==> src/rtl/frame_scheduler.sv <==
// rtl/frame_scheduler.sv - per-frame step/clear/draw/swap sequencer with overrun detection
//
// Each frame tick starts one physics step, then a back-buffer clear, then one
// draw per object. At the following tick the front/back buffers swap. Ticks that
// arrive while that work is still in progress are counted as overruns.
//
// Optional feature macro: SCHED_PERF_EN (adds busy_cycles)
//
// Ports:
//   clock_162    in   pixel clock
//   rst_n        in   asynchronous active-low reset
//   enable       in   run scheduler; sampled in IDLE and at swap
//   vsync        in   VSYNC, same clock domain; active level VSYNC_ACTIVE
//   step_start   out  one-cycle pulse: physics timestep begins
//   step_done    in   one-cycle pulse: timestep complete
//   clr_we       out  back-buffer clear write strobe
//   clr_addr     out  clear write address
//   draw_start   out  one-cycle pulse: draw object draw_idx
//   draw_idx     out  object index being drawn
//   draw_done    in   one-cycle pulse: object draw complete
//   front_sel    out  framebuffer shown by VGA (back buffer = ~front_sel)
//   frame_cnt    out  completed swaps, wrapping
//   overrun      out  sticky: tick arrived while work unfinished
//   overrun_cnt  out  overrun events, saturating at 255
//   busy_cycles  out  (SCHED_PERF_EN) cycles from step_start to last draw_done
module frame_scheduler #(
  parameter int   N_OBJ        = 8,
  parameter int   FB_WORDS     = 120000,
  parameter int   FB_ADDR_W    = 17,
  parameter logic VSYNC_ACTIVE = 1'b1,
  localparam int  IDX_W        = (N_OBJ > 1) ? $clog2(N_OBJ) : 1
) (
  input  logic                 clock_162,
  input  logic                 rst_n,
  input  logic                 enable,
  input  logic                 vsync,
  output logic                 step_start,
  input  logic                 step_done,
  output logic                 clr_we,
  output logic [FB_ADDR_W-1:0] clr_addr,
  output logic                 draw_start,
  output logic [IDX_W-1:0]     draw_idx,
  input  logic                 draw_done,
`ifdef SCHED_PERF_EN
  output logic [23:0]          busy_cycles,
`endif
  output logic                 front_sel,
  output logic [15:0]          frame_cnt,
  output logic                 overrun,
  output logic [7:0]           overrun_cnt
);

  typedef enum logic [2:0] {
    IDLE, STEP, CLEAR, DRAW_ISSUE, DRAW_WAIT, SWAP_WAIT
  } state_t;

  localparam logic [FB_ADDR_W-1:0] LAST_ADDR = FB_ADDR_W'(FB_WORDS - 1);
  localparam logic [IDX_W-1:0]     LAST_IDX  = IDX_W'(N_OBJ - 1);

  state_t state;
  logic   vsync_q;
  logic   frame_tick;
  logic   in_work;

  // Rising edge into the active level; holding vsync active yields one tick only.
  assign frame_tick = (vsync == VSYNC_ACTIVE) && (vsync_q != VSYNC_ACTIVE);
  assign in_work    = state inside {STEP, CLEAR, DRAW_ISSUE, DRAW_WAIT};

  always_ff @(posedge clock_162 or negedge rst_n) begin
    if (!rst_n) begin
      state       <= IDLE;
      vsync_q     <= ~VSYNC_ACTIVE;
      step_start  <= 1'b0;
      clr_we      <= 1'b0;
      clr_addr    <= '0;
      draw_start  <= 1'b0;
      draw_idx    <= '0;
      front_sel   <= 1'b0;
      frame_cnt   <= '0;
      overrun     <= 1'b0;
      overrun_cnt <= '0;
    end else begin
      vsync_q    <= vsync;
      step_start <= 1'b0;
      draw_start <= 1'b0;

      // Work keeps going through an overrun; the swap simply slips a frame.
      if (frame_tick && in_work) begin
        overrun <= 1'b1;
        if (overrun_cnt != 8'hFF) overrun_cnt <= overrun_cnt + 8'd1;
      end

      case (state)
        IDLE: begin
          if (frame_tick && enable) begin
            state      <= STEP;
            step_start <= 1'b1;
          end
        end
        STEP: begin
          // step_start is high only in the first STEP cycle, so a done in
          // the same cycle as the start is ignored.
          if (step_done && !step_start) begin
            state    <= CLEAR;
            clr_we   <= 1'b1;
            clr_addr <= '0;
          end
        end
        CLEAR: begin
          if (clr_addr == LAST_ADDR) begin
            clr_we     <= 1'b0;
            clr_addr   <= '0;
            draw_idx   <= '0;
            draw_start <= 1'b1;
            state      <= DRAW_ISSUE;
          end else begin
            clr_addr <= clr_addr + FB_ADDR_W'(1);
          end
        end
        DRAW_ISSUE: begin
          state <= DRAW_WAIT;
        end
        DRAW_WAIT: begin
          if (draw_done) begin
            if (draw_idx == LAST_IDX) begin
              state <= SWAP_WAIT;
            end else begin
              draw_idx   <= draw_idx + IDX_W'(1);
              draw_start <= 1'b1;
              state      <= DRAW_ISSUE;
            end
          end
        end
        SWAP_WAIT: begin
          if (frame_tick) begin
            front_sel <= ~front_sel;
            frame_cnt <= frame_cnt + 16'd1;
            if (enable) begin
              state      <= STEP;
              step_start <= 1'b1;
            end else begin
              state <= IDLE;
            end
          end
        end
        default: state <= IDLE;
      endcase
    end
  end

`ifdef SCHED_PERF_EN
  logic [23:0] work_cnt;

  // work_cnt counts work cycles including the step_start cycle; the final
  // draw_done cycle is added when the result is captured.
  always_ff @(posedge clock_162 or negedge rst_n) begin
    if (!rst_n) begin
      work_cnt    <= '0;
      busy_cycles <= '0;
    end else if (in_work) begin
      if (step_start) begin
        work_cnt <= 24'd1;
      end else if (work_cnt != 24'hFFFFFF) begin
        work_cnt <= work_cnt + 24'd1;
      end
      if (state == DRAW_WAIT && draw_done && draw_idx == LAST_IDX) begin
        busy_cycles <= (work_cnt == 24'hFFFFFF) ? work_cnt : work_cnt + 24'd1;
      end
    end
  end
`endif

endmodule
==> config.mk <==
export PLATFORM = sky130hd
export DESIGN_NAME = frame_scheduler
export DESIGN_NICKNAME = d
export VERILOG_FILES = /design/src/rtl/frame_scheduler.sv
export SDC_FILE = /design/constraint.sdc
export NUM_CORES = 1
export LEC_CHECK = 0
export CELL_PAD_IN_SITES_DETAIL_PLACEMENT = 0
export CELL_PAD_IN_SITES_GLOBAL_PLACEMENT = 1
export CORE_UTILIZATION = 36
export CTS_CLUSTER_SIZE = 12
export DETAILED_ROUTE_END_ITERATION = 8
export GPL_TIMING_DRIVEN = 0
export PLACE_DENSITY = 0.75
export REMOVE_ABC_BUFFERS = 1
export SLEW_MARGIN = 15
export SYNTH_ARGS = -nofsm -noshare
export SYNTH_HDL_FRONTEND = slang
export SYNTH_SLANG_ARGS = --single-unit
==> constraint.sdc <==
create_clock -name clock_162 -period 1.8 [get_ports clock_162]
set_clock_uncertainty 0.15 [all_clocks]
set_input_delay 0.36 -clock clock_162 [delete_from_list [all_inputs] [get_ports clock_162]]
set_output_delay 0.36 -clock clock_162 [all_outputs]
set_load 0.03 [all_outputs]
==> results of run 1 <==
[placed cells by master (no fill, tap or decap), drive strengths merged, types with 6 or more instances in the layout]
cell | netlist | routed
nand2 | 34 | 34
nor3 | 9 | 9
nand4 | 8 | 8
dlygate4sd2 | 0 | 47
xnor2 | 17 | 17
dfrtp | 53 | 53
nor2 | 12 | 12
o21ai | 14 | 14
o311ai | 6 | 6
a21oi | 12 | 12
buf | 6 | 38
clkbuf | 3 | 7
nand3 | 23 | 23
xor2 | 7 | 7
nor2b | 7 | 7
and3 | 7 | 7
[layer usage]
layer  part of all wire  wire length [um]  track usage  vias to the layer above
met4             0.0095                59       0.0390                        0
met3              0.035               217       0.0351                        5
li1                   -                 -            -                     1128
met5                  0                 0            0                        -
met1               0.48              2940        0.216                     1127
met2               0.48              2970        0.257                       38
[worst min-delay path by stage]
| stage | from | to | slack (ps) |
|---|---|---|---|
| 5_1_grt | frame_cnt[15]$_DFFE_PN0P_ | frame_cnt[15]$_DFFE_PN0P_ | 340 |
| 4_1_cts | front_sel$_DFFE_PN0P_ | front_sel$_DFFE_PN0P_ | 330 |
| 3_5_place_dp | rst_n | clr_addr[5]$_DFFE_PN0P_ | 300 |
| 2_1_floorplan | rst_n | clr_addr[0]$_DFFE_PN0P_ | -90 |
| 6_report | front_sel$_DFFE_PN0P_ | front_sel$_DFFE_PN0P_ | 320 |
| 3_3_place_gp | front_sel$_DFFE_PN0P_ | front_sel$_DFFE_PN0P_ | 310 |
[sequential cells by signal, summed over array words and instances (netlist names), 3 cells and up]
signal,cells
state,3
frame_cnt,16
overrun_cnt,8
draw_idx,3
clr_addr,17
[timing repair]
| action | 4_1_cts | 5_1_grt |
|---|---|---|
| resized for setup | 93 | 37 |
| endpoints found under the hold margin | 53 | 0 |
| setup buffers | 25 | 12 |
| hold buffers | 1 | 0 |
| setup endpoints to repair | 91 | 39 |
| pin swaps | 11 | 22 |
[cell type report]
type,count,area share
Clock buffer,6,0.0186
Clock inverter,2,0.00384
Inverter,5,0.00480
Multi-Input combinational cell,201,0.396
Sequential cell,53,0.342
Tap cell,99,0.0317
Timing Repair Buffer,92,0.203
[where the power goes]
| group | switching (uW) | total [uW] | leakage (uW) | internal, uW |
|---|---|---|---|---|
| Combinational | 1260 | 2300 | 0.00110 | 1040 |
| Sequential | 398 | 1860 | 0.000683 | 1470 |
| Clock | 405 | 681 | 0.0000374 | 275 |
| Total | 2060 | 4840 | 0.00182 | 2780 |
[cell families after synthesis]
logic type / count (synthesis) / share of synthesized area
fa+ha+maj: 5 / 0.0229
compound gates: 44 / 0.110
buf+inv: 14 / 0.0252
simple gates: 122 / 0.254
xor+xnor: 24 / 0.0771
flops: 53 / 0.486
mux: 6 / 0.0243
[metrics by stage]
step | std cells | TNS, ps | setup slack [ps] | instance area, um2 | power (uW)
after floorplan | 259 | -3160 | -291 | 2680 | 2930
after global placement | 412 | -93990 | -1510 | 3340 | 3630
after detailed placement | 412 | -14310 | -535 | 3340 | 3660
after CTS | 446 | -379 | -90.7 | 3720 | 4630
after global routing | 458 | -1960 | -185 | 3910 | 5160
final | 458 | -315 | -101 | 3910 | 4840
[Yosys cell counts, types with 2 or more instances]
| library cell | instances |
|---|---|
| nor2_1 | 12 |
| or3_1 | 2 |
| clkbuf_1 | 3 |
| nor3_2 | 3 |
| xnor2_1 | 17 |
| nand2b_1 | 4 |
| inv_1 | 5 |
| o21ai_0 | 12 |
| o21ai_1 | 2 |
| and2_1 | 4 |
| ha_1 | 5 |
| buf_2 | 4 |
| nand3_1 | 22 |
| nor2b_1 | 7 |
| nor3_1 | 6 |
| and3_1 | 7 |
| mux2_2 | 5 |
| and4_1 | 2 |
| xor2_1 | 7 |
| nand4_1 | 8 |
| nand2_1 | 34 |
| dfrtp_1 | 53 |
| a31oi_4 | 2 |
| a21oi_1 | 12 |
| a31oi_1 | 3 |
| o311ai_1 | 3 |
| nor4_4 | 2 |
| o311ai_0 | 3 |
==> flow_summary_export.csv, run 1 <==
group,metric,value,unit
outcome,outcome,"finished with violations",
outcome,violations,"negative setup slack",
placed_design,hpwl,3850,um
final_layout,seq_area,1340,um2
grt,grt.total_usage,0.158,
drt,vias_per_cell,5.02,
die,initial_core_util,0.374,
die,die_h,89.0,um
timing,fmax,526,MHz
final_layout,multi_input_area,1550,um2
setup_path,r2r_setup_slack,-100,ps
synth,syn_area_per_cell,10.2,um2
flow_run,maxCapViolCount,0,
synth,synth.area.top_cells,"dfrtp_1, xnor2_1, nand2_1, nand3_1, ha_1",
setup_path,critPathMaxFanout,4,
setup_path,end_kind,"flip-flop",
final_layout,syn_to_final_growth,43.5,%
power_and_ir_drop,power.leakage,0.00182,uW
power_and_ir_drop,ir_worst_vdd,544,uV
drt,drt_iter0_drc,94,
die,ios,55,
timing,report.final.slew_viol_count,0,
timing,period_share,1.06,
die,core-area,7290,um2
hold_path,hold_path_depth,1,
synth,yosysTopAreaCellShare,0.486,
timing,rsz0062_at_grt,"true",
final_layout,fill_cells,722,
synth,synth_top_area_cell,"dfrtp_1",
final_layout,fin_util,0.536,
setup_path,endpoint,"draw_idx[1]$_DFFE_PN0P_",
grt,antenna_found_initial,0,
grt,first_global_vias,2048,
setup_path,crit_path_start_kind,"flip-flop",
final_layout,diodes,0,
clocking,cts_sinks,53,
clocking,clk_latency,310,ps
synth,ys_types,47,
setup_path,cp_top_family,"simple AND/OR/NAND/NOR gates",
drt,drc,0,
synth,synthFlopType,"dfrtp_1",
setup_path,path_buf_inv,0,
setup_path,path_class,"reg2reg",
drt,dr.pass1.iters,4,
timing,whs,320,ps
synth,ys.warnings.count,0,
timing,worst_pin_slew,679,ps
synth,synthArstFlopShare,1.00,
drt,routed_wl,6190,um
setup_path,r2r-end,"draw_idx[1]$_DFFE_PN0P_",
timing,hold_viol_final,0,
clocking,cts_htree_levels,2,
grt,overflow,0,
die,fp-row-count,31,
drt,ant_nets,0,
die,die_w,89.0,um
final_layout,fin_nets,369,
synth,syn_area,2730,um2
power_and_ir_drop,p_per_area,1240,nW/um2
placed_design,gp_congestion,0.756,
setup_path,r2r-start,"clr_addr[6]$_DFFE_PN0P_",
clocking,cts_buffer_depth,2,
setup_path,cp.required,1850,ps
timing,setup_viol,6,
setup_path,cp.arrival,1950,ps
setup_path,cpMaxStageDelayCell,"dfrtp_2",
setup_path,crit_cells,5,
synth,syn_inst,268,
setup_path,r2r.worst_path.cells,5,
timing,max-slew-margin-rel,0.547,
grt,grt_pass1_wl,9730,um
hold_path,hp-class,"reg2reg",
synth,synth-edff-count,0,
drt,wl_per_cell,13.5,um
grt,grt_max_degree,54,
setup_path,slowest_delay,410,ps
clocking,clk_pin_slew_worst_paths,100,ps
setup_path,critPathLaunch,"clr_addr[6]$_DFFE_PN0P_",
final_layout,drive_above_1_share,0.298,
setup_path,crit_chain,"nand4b_1, nor3_4, nand4_1, nand2_2, mux2_2",
timing,setup_ws,-101,ps
drt,num_vias,2298,
clocking,cts_tree,"built",
clocking,cts_buffers,5,
die,dieArea,7930,um2
placed_design,numPortBuffers,54,
synth,ys_ff_latch,53,
timing,min_period,1900,ps
clocking,root_buffer,"clkbuf_8",
synth,ys_seq_area_frac,0.486,
Power figures use the tool's default switching activity.
==> run 2: changes to the inputs <==
--- a/config.mk
+++ b/config.mk
@@ -7,11 +7,11 @@
 export LEC_CHECK = 0
 export CELL_PAD_IN_SITES_DETAIL_PLACEMENT = 0
 export CELL_PAD_IN_SITES_GLOBAL_PLACEMENT = 1
-export CORE_UTILIZATION = 36
+export CORE_UTILIZATION = 30
 export CTS_CLUSTER_SIZE = 12
 export DETAILED_ROUTE_END_ITERATION = 8
 export GPL_TIMING_DRIVEN = 0
-export PLACE_DENSITY = 0.75
+export PLACE_DENSITY = 0.65
 export REMOVE_ABC_BUFFERS = 1
 export SLEW_MARGIN = 15
 export SYNTH_ARGS = -nofsm -noshare
==> run 2 against run 1 <==
Net effect: global-route usage shrank 1.7 points; clock-buffer cell count is the same; the run still ends with negative setup slack left; utilization shrank 7.2 points; total power grew 7.7%; die area grew 20%; worst setup slack gained 86 ps; first-iteration DRC count grew 1.1%; fmax grew 4.7%; clock power grew 27%; cell count grew 3.1%.
==> flow_summary_export.csv, run 2 (same netlist as run 1, synthesis figures left out) <==
group,metric,value,unit
setup_path,crit_path_start_kind,"flip-flop",
drt,wl_met1,3160,um
clocking,cts_tree,"built",
clocking,clk_latency,310,ps
placed_design,gp_congestion,0.743,
drt,dr.pass1.iters,4,
outcome,violations,"negative setup slack",
timing,setup_viol,3,
flow_run,maxCapViolCount,0,
setup_path,critPathMaxFanout,4,
timing,whs,319,ps
final_layout,top_register,"clr_addr",
drt,met2_length,3220,um
grt,overflow,0,
power_and_ir_drop,finalPower,5210,uW
final_layout,syn_to_final_growth,49.1,%
final_layout,drive_above_1_share,0.321,
final_layout,layout_common_cells,"dlygate4sd2_1, dfrtp_1, buf_4",
timing,min_period,1820,ps
drt,num_vias,2317,
power_and_ir_drop,ir_worst_vdd,581,uV
timing,period_share,1.01,
clocking,cts_sinks,53,
die,die_w,97.3,um
final_layout,largest_reg_flops,17,
final_layout,fin_nets,374,
timing,max-slew-margin-rel,0.532,
clocking,root_buffer,"clkbuf_8",
timing,fmax,551,MHz
timing,report.final.slew_viol_count,0,
grt,antenna_found_initial,0,
timing,hold_viol_final,0,
placed_design,hpwl,4030,um
power_and_ir_drop,p_per_area,1280,nW/um2
placed_design,numPortBuffers,54,
final_layout,final_common_cell,"dlygate4sd2_1",
final_layout,reg_top3,"clr_addr: 17 flops, frame_cnt: 16 flops, overrun_cnt: 8 flops",
die,fp-row-count,34,
grt,grt_pass1_wl,11000,um
final_layout,diodes,0,
drt,routed_wl,6720,um
grt,first_global_vias,2181,
setup_path,cp.required,1850,ps
die,core-area,8760,um2
setup_path,slowest_delay,410,ps
timing,rsz0062_at_grt,"true",
drt,vias_per_cell,4.91,
clocking,cts_buffers,5,
grt,grt.total_usage,0.141,
drt,top_layer,"met4",
outcome,outcome,"finished with violations",
die,die_h,97.3,um
clocking,clk_pin_slew_worst_paths,100,ps
drt,wl_met3,267,um
setup_path,cp.arrival,1860,ps
clocking,cts_htree_levels,2,
setup_path,cpMaxStageDelayCell,"dfrtp_2",
die,ios,55,
setup_path,end_kind,"flip-flop",
setup_path,crit_chain,"nand4b_1, nor3_4, nand4_1, nand2_2, mux2_4",
die,initial_core_util,0.311,
timing,finalSetupTns,-33.0,ps
drt,ant_nets,0,
drt,drt_iter0_drc,95,
power_and_ir_drop,power.leakage,0.00190,uW
hold_path,hp-class,"reg2reg",
die,dieArea,9470,um2
clocking,cts_buffer_depth,2,
drt,wl_per_cell,14.2,um
placed_design,dpl_worst_slack,-519,ps
setup_path,path_class,"reg2reg",
timing,setup_ws,-15.7,ps
grt,grt_max_degree,54,
drt,drc,0,
timing,worst_pin_slew,703,ps
## run 2: layout make-up
class / instances / area [um2]
fill: 857 / 4700
multi-input combinational: 202 / 1630
tap: 108 / 135
sequential: 53 / 1340
inverter: 5 / 18.8
clock buffer: 6 / 82.6
clock inverter: 2 / 37.5
timing repair buffer: 96 / 823
## run 2: repair_timing
action	4_1_cts	5_1_grt
hold endpoints to repair	53	0
hold buffers	1	0
endpoints found under the setup margin	91	42
cloned	0	2
setup buffers	19	21
pin swaps	6	23
resized for setup	83	55
## run 2: power breakdown
| group | internal [uW] | total, uW | switching [uW] |
|---|---|---|---|
| combinational | 1150 | 2460 | 1310 |
| clock | 453 | 864 | 411 |
| sequential | 1470 | 1890 | 420 |
| total | 3070 | 5210 | 2140 |
## run 2: per-stage QoR
| step | instance area (um2) | std cells | utilization |
|---|---|---|---|
| after detailed placement | 3350 | 421 | 0.382 |
| final | 4070 | 472 | 0.464 |
| after floorplan | 2680 | 259 | - |
| after global routing | 4070 | 472 | 0.464 |
| after CTS | 3690 | 449 | 0.421 |
| after global placement | 3350 | 421 | 0.382 |
## run 2: path summary, 6_finish.rpt
path / cells past startpoint / to / slack (ps) / start
worst max-delay path: 5 / draw_idx[0]$_DFFE_PN0P_ / -20 / clr_addr[6]$_DFFE_PN0P_
worst min-delay path: 1 / front_sel$_DFFE_PN0P_ / 320 / front_sel$_DFFE_PN0P_
worst max register to register: 5 / draw_idx[0]$_DFFE_PN0P_ / -20 / clr_addr[6]$_DFFE_PN0P_
worst min register to register: 1 / front_sel$_DFFE_PN0P_ / 320 / front_sel$_DFFE_PN0P_
max in group asynchronous: 2 / state[0]$_DFFE_PN0P_ / 510 / rst_n
min in group asynchronous: 2 / clr_addr[5]$_DFFE_PN0P_ / 480 / rst_n
## run 2: critical path: cells and delay by family, from the launching register on
kind	cells	cell delay [ps]
AND/OR/NAND/NOR	4	830
flip-flops	1	410
multiplexers	1	310
## run 2: per-layer routing
layer	track usage	vias up
li1	-	1146
met1	0.195	1125
met2	0.225	40
met3	0.0281	6
met4	0.0407	0
met5	0	-
==> run 3: changes to the inputs <==
--- a/config.mk
+++ b/config.mk
@@ -7,6 +7,7 @@
 export LEC_CHECK = 0
 export CELL_PAD_IN_SITES_DETAIL_PLACEMENT = 0
 export CELL_PAD_IN_SITES_GLOBAL_PLACEMENT = 1
+export CORE_MARGIN = 2
 export CORE_UTILIZATION = 30
 export CTS_CLUSTER_SIZE = 12
 export DETAILED_ROUTE_END_ITERATION = 8
==> run 3 against run 2 <==
Net effect: the run still ends with negative setup slack left; sequential power hardly changed; cell area fell by 2.7%; register-to-register slack got worse by 60 ps; via count decreased by 0.91%; largest power group unchanged.
==> flow_summary_export.csv, run 3 (same netlist as run 1, synthesis figures left out) <==
group,metric,value,unit
timing,finalSetupTns,-229,ps
timing,report.final.slew_viol_count,0,
drt,vias_per_cell,4.89,
power_and_ir_drop,p_comb_frac,0.462,
setup_path,cp.arrival,1920,ps
timing,period_share,1.04,
final_layout,fin_nets,372,
power_and_ir_drop,seq_power_share,0.370,
die,core-area,8760,um2
final_layout,drive_above_1_share,0.279,
timing,fmax,533,MHz
grt,overflow,0,
clocking,root_buffer,"clkbuf_8",
die,dieArea,9870,um2
drt,drt_iter0_drc,60,
power_and_ir_drop,clock_power_share,0.168,
setup_path,r2r_setup_slack,-80,ps
die,die_w,99.3,um
timing,max-slew-margin-rel,0.533,
final_layout,layout_common_cells,"dlygate4sd2_1, dfrtp_1, buf_4",
setup_path,cp.required,1840,ps
setup_path,path_class,"reg2reg",
clocking,cts_sinks,53,
final_layout,fin_util,0.451,
final_layout,final_common_cell,"dlygate4sd2_1",
setup_path,crit_path_start_kind,"flip-flop",
power_and_ir_drop,ir_worst_vdd,514,uV
placed_design,numPortBuffers,54,
timing,setup_viol,3,
setup_path,end_kind,"flip-flop",
drt,wl_per_cell,14.0,um
grt,grt.total_usage,0.132,
final_layout,diodes,0,
power_and_ir_drop,swShare,0.404,
outcome,outcome,"finished with violations",
final_layout,syn_to_final_growth,45.0,%
die,initial_core_util,0.311,
die,ios,55,
placed_design,gp_congestion,0.756,
die,fp-row-count,34,
drt,drc,0,
setup_path,endpoint,"draw_idx[1]$_DFFE_PN0P_",
drt,wl_met1,3180,um
timing,worst_pin_slew,700,ps
final_layout,top_register,"clr_addr",
timing,setup_ws,-77.9,ps
setup_path,critPathMaxFanout,7,
clocking,clk_pin_slew_worst_paths,100,ps
timing,hold_viol_final,0,
setup_path,r2r-start,"clr_addr[11]$_DFFE_PN0P_",
die,die_h,99.3,um
clocking,cts_tree,"built",
clocking,cts_buffers,5,
power_and_ir_drop,power.leakage,0.00186,uW
placed_design,hpwl,4190,um
final_layout,reg_top3,"clr_addr: 17 flops, frame_cnt: 16 flops, overrun_cnt: 8 flops",
drt,dr.pass1.iters,4,
power_and_ir_drop,p_per_area,1290,nW/um2
drt,num_vias,2296,
drt,ant_nets,0,
drt,top_layer,"met4",
outcome,violations,"negative setup slack",
grt,grt_max_degree,54,
drt,routed_wl,6580,um
grt,antenna_found_initial,0,
clocking,cts_buffer_depth,2,
setup_path,r2r.worst_path.cells,4,
clocking,clk_latency,300,ps
timing,rsz0062_at_grt,"true",
clocking,cts_htree_levels,2,
timing,min_period,1880,ps
drt,met2_length,3200,um
drt,wl_met3,151,um
final_layout,largest_reg_flops,17,
setup_path,r2r-end,"draw_idx[1]$_DFFE_PN0P_",
setup_path,critPathLaunch,"clr_addr[11]$_DFFE_PN0P_",
grt,grt_pass1_wl,10800,um
grt,first_global_vias,2280,
hold_path,hp-class,"reg2reg",
power_and_ir_drop,p_switching,2060,uW
power_and_ir_drop,p_int,3030,uW
flow_run,maxCapViolCount,0,
## run 3: worst min path at each step
stage,from,end,cells after the start,slack [ps]
finish,frame_cnt[15]$_DFFE_PN0P_,frame_cnt[15]$_DFFE_PN0P_,1,320
global route,front_sel$_DFFE_PN0P_,front_sel$_DFFE_PN0P_,1,340
CTS,frame_cnt[15]$_DFFE_PN0P_,frame_cnt[15]$_DFFE_PN0P_,1,320
detailed placement,overrun$_DFFE_PN0P_,overrun$_DFFE_PN0P_,1,300
global placement,front_sel$_DFFE_PN0P_,front_sel$_DFFE_PN0P_,1,310
floorplan,rst_n,clr_addr[0]$_DFFE_PN0P_,0,-90
## run 3: worst max-delay path: stages (launching register included)
cell and delay (ps):
dfrtp_1 500, nor4b_4 430, nand4_1 200, nand2_2 170, mux2_4 310
## run 3: metal layers
| layer | up-vias | track usage |
|---|---|---|
| met5 | - | 0 |
| met4 | 0 | 0.0316 |
| met3 | 4 | 0.0218 |
| met2 | 34 | 0.221 |
| met1 | 1117 | 0.179 |
| li1 | 1141 | - |
## run 3: repair_timing
action,CTS,global route
hold buffers,1,0
gates resized for setup,89,31
pin swaps,8,15
endpoints found under the hold margin,53,0
setup buffers,16,24
endpoints found under the setup margin,91,41
## run 3: power by group through the flow
stage | clock network, uW | registers (uW) | logic [uW]
floorplan | 0 | 2290 | 641
global placement | 0 | 1920 | 1730
detailed placement | 0 | 1920 | 1760
CTS | 887 | 1900 | 1930
global route | 923 | 1940 | 2550
finish | 853 | 1880 | 2350
## run 3: cell type report
class / instances / area, um2
multi-input combinational: 201 / 1510
clock buffer: 7 / 86.3
tap: 108 / 135
clock inverter: 1 / 30.0
timing repair buffer: 95 / 836
sequential: 53 / 1340
inverter: 5 / 18.8
fill: 876 / 4810
## run 3: metrics by stage
step                instance area (um2)  instances  hold WS, ps  total power [uW]  worst slack (ps)
floorplan                          2680        259        -85.6              2930              -291
detailed placement                 3350        421          302              3670              -508
CTS                                3690        446          321              4720             -90.1
global placement                   3350        421          310              3650             -1570
global route                       3950        470          338              5410              -166
finish                             3950        470          317              5080             -77.9
